## config.mk

```make
export PLATFORM = sky130hd
export DESIGN_NAME = beat_timing_gen
export DESIGN_NICKNAME = d
export VERILOG_FILES = /design/src/rtl/beat_timing_pkg.sv /design/src/rtl/beat_timing_gen_qd_sync.sv /design/src/rtl/beat_timing_gen.sv
export SDC_FILE = /design/constraint.sdc
export NUM_CORES = 1
export LEC_CHECK = 0
export ABC_AREA = 1
export ABC_CLOCK_PERIOD_IN_PS = 3700
export CORE_MARGIN = 8
export CORE_UTILIZATION = 23
export DETAILED_ROUTE_END_ITERATION = 10
export GPL_TIMING_DRIVEN = 1
export PLACE_DENSITY = 0.4
export SLEW_MARGIN = 20
export SYNTH_ARGS = -nofsm -noshare
export SYNTH_HDL_FRONTEND = slang
export SYNTH_SLANG_ARGS = --single-unit
```

## constraint.sdc

```tcl
create_clock -name t3 -period 3.7 [get_ports t3]
set_input_delay 0.74 -clock t3 [delete_from_list [all_inputs] [get_ports t3]]
set_output_delay 0.74 -clock t3 [all_outputs]
set_load 0.005 [all_outputs]
```

## src/rtl/beat_timing_pkg.sv

```systemverilog
// Shared types and default sizing for the beat (W-phase) timing generator.
// Latency: n/a (definitions only).
// Backpressure: n/a (definitions only).
package beat_timing_pkg;

    // Beat state. IDLE is the all-zero code, so a cleared register is a halted machine.
    typedef enum logic [1:0] {
        IDLE = 2'd0,
        W1   = 2'd1,
        W2   = 2'd2,
        W3   = 2'd3
    } beat_state_t;

    localparam int CNT_W_DEF       = 8;
    localparam int SYNC_STAGES_DEF = 2;

endpackage

```

## src/rtl/beat_timing_gen_qd_sync.sv

```systemverilog
// Start-button synchroniser plus rising-edge detect; one t3-wide pulse per press.
// Latency: qd_rise is high SYNC_STAGES posedges after qd rises; a held button gives one pulse.
// Backpressure: none; the pulse is lost if the consumer is not in a state to take it.
// Ports: t3 clock, clr async active-low reset, qd raw button, qd_rise one-cycle pulse.
module qd_sync
    import beat_timing_pkg::*;
#(
    parameter int SYNC_STAGES = SYNC_STAGES_DEF   // must be >= 2
) (
    input  logic t3,
    input  logic clr,
    input  logic qd,
    output logic qd_rise
);

    logic [SYNC_STAGES-1:0] sync_q;
    logic                   prev_q;

    always_ff @(posedge t3 or negedge clr) begin
        if (!clr) begin
            sync_q <= '0;
            prev_q <= 1'b0;
        end else begin
            sync_q <= {sync_q[SYNC_STAGES-2:0], qd};
            prev_q <= sync_q[SYNC_STAGES-1];
        end
    end

    // Combinational edge from the last synchroniser stage so that the FSM
    // acts on the very next posedge (press-to-W1 = SYNC_STAGES+1 edges).
    assign qd_rise = sync_q[SYNC_STAGES-1] & ~prev_q;

endmodule

```

## src/rtl/beat_timing_gen.sv

```systemverilog
// Beat generator feeding the hardwired controller: one-hot w1/w2/w3, run/halt, cycle counter.
// Latency: qd press to w1 = SYNC_STAGES+1 posedges; stop at edge k clears all beats after edge k.
// Backpressure: none; controller feedback (short/long/stop) is acted on at the same edge it is sampled.
// Ports: t3 beat clock, clr async active-low reset, qd start button, step single-step mode,
//        short/long/stop controller feedback, w1/w2/w3 beats, running flag, cyc_cnt completed cycles.
module beat_timing_gen
    import beat_timing_pkg::*;
#(
    parameter int CNT_W       = CNT_W_DEF,
    parameter int SYNC_STAGES = SYNC_STAGES_DEF
) (
    input  logic             t3,
    input  logic             clr,
    input  logic             qd,
    input  logic             step,
    input  logic             short,
    input  logic             long,
    input  logic             stop,
    output logic             w1,
    output logic             w2,
    output logic             w3,
    output logic             running,
    output logic [CNT_W-1:0] cyc_cnt
);

    beat_state_t state_q, state_nx;
    logic        run_nx;
    logic        cyc_end;
    logic        qd_rise;

    qd_sync #(.SYNC_STAGES(SYNC_STAGES)) u_qd_sync (
        .t3      (t3),
        .clr     (clr),
        .qd      (qd),
        .qd_rise (qd_rise)
    );

    always_ff @(posedge t3 or negedge clr) begin
        if (!clr) begin
            state_q <= IDLE;
            running <= 1'b0;
            cyc_cnt <= '0;
        end else begin
            state_q <= state_nx;
            running <= run_nx;
            if (cyc_end) begin
                cyc_cnt <= cyc_cnt + CNT_W'(1);
            end
        end
    end

    always_comb begin
        state_nx = state_q;
        run_nx   = running;
        cyc_end  = 1'b0;

        unique case (state_q)
            IDLE: begin
                // Start is only honoured from a halted machine.
                if (qd_rise) begin
                    state_nx = W1;
                    run_nx   = 1'b1;
                end
            end
            W1: begin
                cyc_end  = short;
                state_nx = short ? W1 : W2;
            end
            W2: begin
                cyc_end  = ~long;
                state_nx = long ? W3 : W1;
            end
            W3: begin
                cyc_end  = 1'b1;
                state_nx = W1;
            end
            default: ;
        endcase

        // Halt overrides the beat sequencing above but not the cycle-end
        // decision, so a cycle that finishes on the halting beat is still counted.
        if (state_q != IDLE && (stop || (cyc_end && step))) begin
            state_nx = IDLE;
            run_nx   = 1'b0;
        end
    end

    assign w1 = (state_q == W1);
    assign w2 = (state_q == W2);
    assign w3 = (state_q == W3);

endmodule

```

==> impl_metrics.ini <==
[status]
status = complete, no violations

[synth]
synth_seq_cells = 14
synth.distinct_cells = 19
syn-num-nets = 108
ys_warn_count = 0
netlist_area_um2 = 809.5
ys_seq_area_share_pct = 43.28
synthTopCellsByCount = nand2_1 (32), inv_1 (16), dfrtp_1 (14)
synthArstFlopShare_pct = 100.0
synth_edf_count = 0
synth_area_per_cell_um2 = 8.521
synth_area_leader_cell = dfrtp_1
ys_top_cells_by_area = dfrtp_1 (43%), nand2_1 (15%), ha_1 (9.3%), inv_1 (7.4%), xor2_2 (4.0%)
synth_top_area_share_pct = 43.28
synthCells = 95
yosysMostFrequentCell = nand2_1
synth_ff_type = dfrtp_1

[cts]
clkLatencyLatePin_ns = 0.28
postCtsHoldBufs = 0
clockRootBuffer = clkbuf_4
cts_resized = 0
clk_path_buf_depth = 2
path_clk_slew_ns = 0.09
cts.sinks = 14
cts_tree = built
h-tree-depth = 1
postCtsSetupRepairBufs = 0
cts_buffers = 3

[power]
power.share.clock_pct = 14.3
peakVddDrop_uv = 254.5
powerDensity_mw_per_mm2 = 704.9
p_sw_mw = 0.3083
p_int_mw = 0.4555
seqPwrFrac_pct = 33.4
p_leak_nw = 0.5481
pwr-share-comb_pct = 52.2
sw_frac_of_total_pct = 40.37

[timing]
hold_viol_final = 0
slew_headroom_pct = 58.39
worst_slack_ns = 1.409
setup_viol = 0
setup_tns_ns = 0
max_freq_mhz = 436.5
worst_pin_slew_ns = 0.6222
finalClockSkew_ns = 0.002513
rsz0062_at_grt = no
min_period_ns = 2.291
slew_viol_final = 0
finalCritPeriodShare_pct = 61.92

[critical_path]
cp_slowest_cell = clkdlybuf4s50_1
critPathKind = flop to primary output
slowest_delay_ns = 0.52
critical_path_arrival_ns = 1.55
crit_required_ns = 2.96
critPathTopFamily = buffers and inverters
worstPathBufferInverterCount = 2
cp_max_fo = 4
crit_chain = inv_1 -> ha_1 -> clkdlybuf4s50_1
end_kind = primary output
crit_path_start_kind = flop

[final_layout]
antenna_cells = 0
finalNetCount = 131
area.growth.synth_to_final_pct = 33.85
drive_gt1_share_pct = 14.53
num-fill-cells = 385

[place]
place_ws_ns = 1.697
port_buffers = 18
post-dp-hpwl_um = 1362
routabilityCongestion = 0.7324

[floorplan]
initial_core_util_pct = 24.07
ios = 19
design.die.area_mm2 = 0.005674
die_x_um = 75.33
rows = 21
die_h_um = 75.33
core_area_mm2 = 0.003363

[min_path]
hp-class = flop to flop

[global_routing]
grt_pass1_wl_um = 2746
grt_pass1_vias = 619
overflow = 0
grt_max_degree = 15
antenna_found_initial = 0
grt_use_total_pct = 6.487

[drt]
dr.pass1.iters = 4
viasPerCell = 3.810
drt-total-wl_um = 1672
drtIter0Drc = 13
drcViolationCount = 0
wl_per_cell_um = 10.26
drtAntennaViolNets = 0
via_count = 621

[flow_run]
max-cap-violations = 0
-- sequential cells by signal, summed over array words and instances (netlist names) --
signal            count
u_qd_sync.prev_q      1
cyc_cnt               8
u_qd_sync.sync_q      2
running               1
state_q               2
-- power groups by stage --
stage	logic, mW	clock network (mW)	registers (mW)
2_1_floorplan	0.241	0	0.254
3_3_place_gp	0.412	0	0.261
3_5_place_dp	0.407	0	0.260
4_1_cts	0.413	0.117	0.257
5_1_grt	0.457	0.125	0.265
6_report	0.399	0.109	0.255
-- worst register-to-register path, stage by stage (launching register included) --
cell and delay, ns:
dfrtp_1 0.42, inv_1 0.11, ha_1 0.20, nand2_1 0.10
nand3_2 0.11, nand2_4 0.10, inv_4 0.10, nand2_2 0.06
xor2_2 0.14
-- cells by family after synthesis --
| logic type | synth area share [%] |
|---|---|
| fa+ha+maj | 9.273 |
| simple gates | 28.75 |
| buf+inv | 8.656 |
| flops | 43.28 |
| compound gates | 2.783 |
| xor+xnor | 7.265 |
-- layout by cell type (no fill, tap or decap) --
master and count:
clkdlybuf4s50_1 18, dfrtp_1 14, a22oi_1 1, ha_1 6, clkbuf_4 3, xor2_1 3
nand2_4 1, nor2_2 2, clkbuf_8 1, inv_1 16, xor2_2 2, nand2_2 3
nor3_2 2, nand3_2 1, inv_4 1, inv_2 1, nor2_1 4, nand2_1 32
nand3_1 2, a21boi_0 1, o21bai_1 1, nand3b_1 2
-- per-layer routing --
| metal | vias up | wire length (µm) | track usage, % | share of wire [%] |
|---|---|---|---|---|
| met3 | 2 | 153 | 3.289 | 9.2 |
| met2 | 15 | 743 | 9.204 | 44 |
| li1 | 324 | - | - | - |
| met1 | 280 | 758 | 7.864 | 45 |
| met5 | - | 0 | 0 | 0 |
| met4 | 0 | 16 | 3.198 | 0.96 |
-- worst paths after layout --
kind	start	endpoint	slack (ns)	depth (start not counted)
worst max-delay path	state_q[0]	w2	1.41	3
worst min-delay path	u_qd_sync.sync_q[0]	u_qd_sync.sync_q[1]	0.35	0
min in group asynchronous	clr	cyc_cnt[1]	0.84	1
max in group asynchronous	clr	cyc_cnt[4]	2.46	1
worst max register to register	state_q[1]	cyc_cnt[3]	2.26	8
worst min register to register	u_qd_sync.sync_q[0]	u_qd_sync.sync_q[1]	0.35	0
-- area by class of cell --
type	instances	area [µm²]	area share, %
sequential	14	350.3	32.33
inverter	18	70.07	6.467
timing repair buffer	18	180.2	16.63
tap	46	57.56	5.312
multi-input combinational	63	389.1	35.91
clock buffer	4	36.28	3.349
-- through the flow --
step	instance area, µm²	power (mW)	util (%)	hold WS, ns	instances
global route	1084	0.8462	32.22	0.3813	163
CTS	1084	0.7868	32.22	0.3579	163
floorplan	809.5	0.4951	-	0.3312	95
global placement	1047	0.6730	31.14	0.3325	159
detailed placement	1047	0.6670	31.14	0.3365	159
finish	1084	0.7638	32.22	0.3537	163
(Power assumes the default switching activity.)
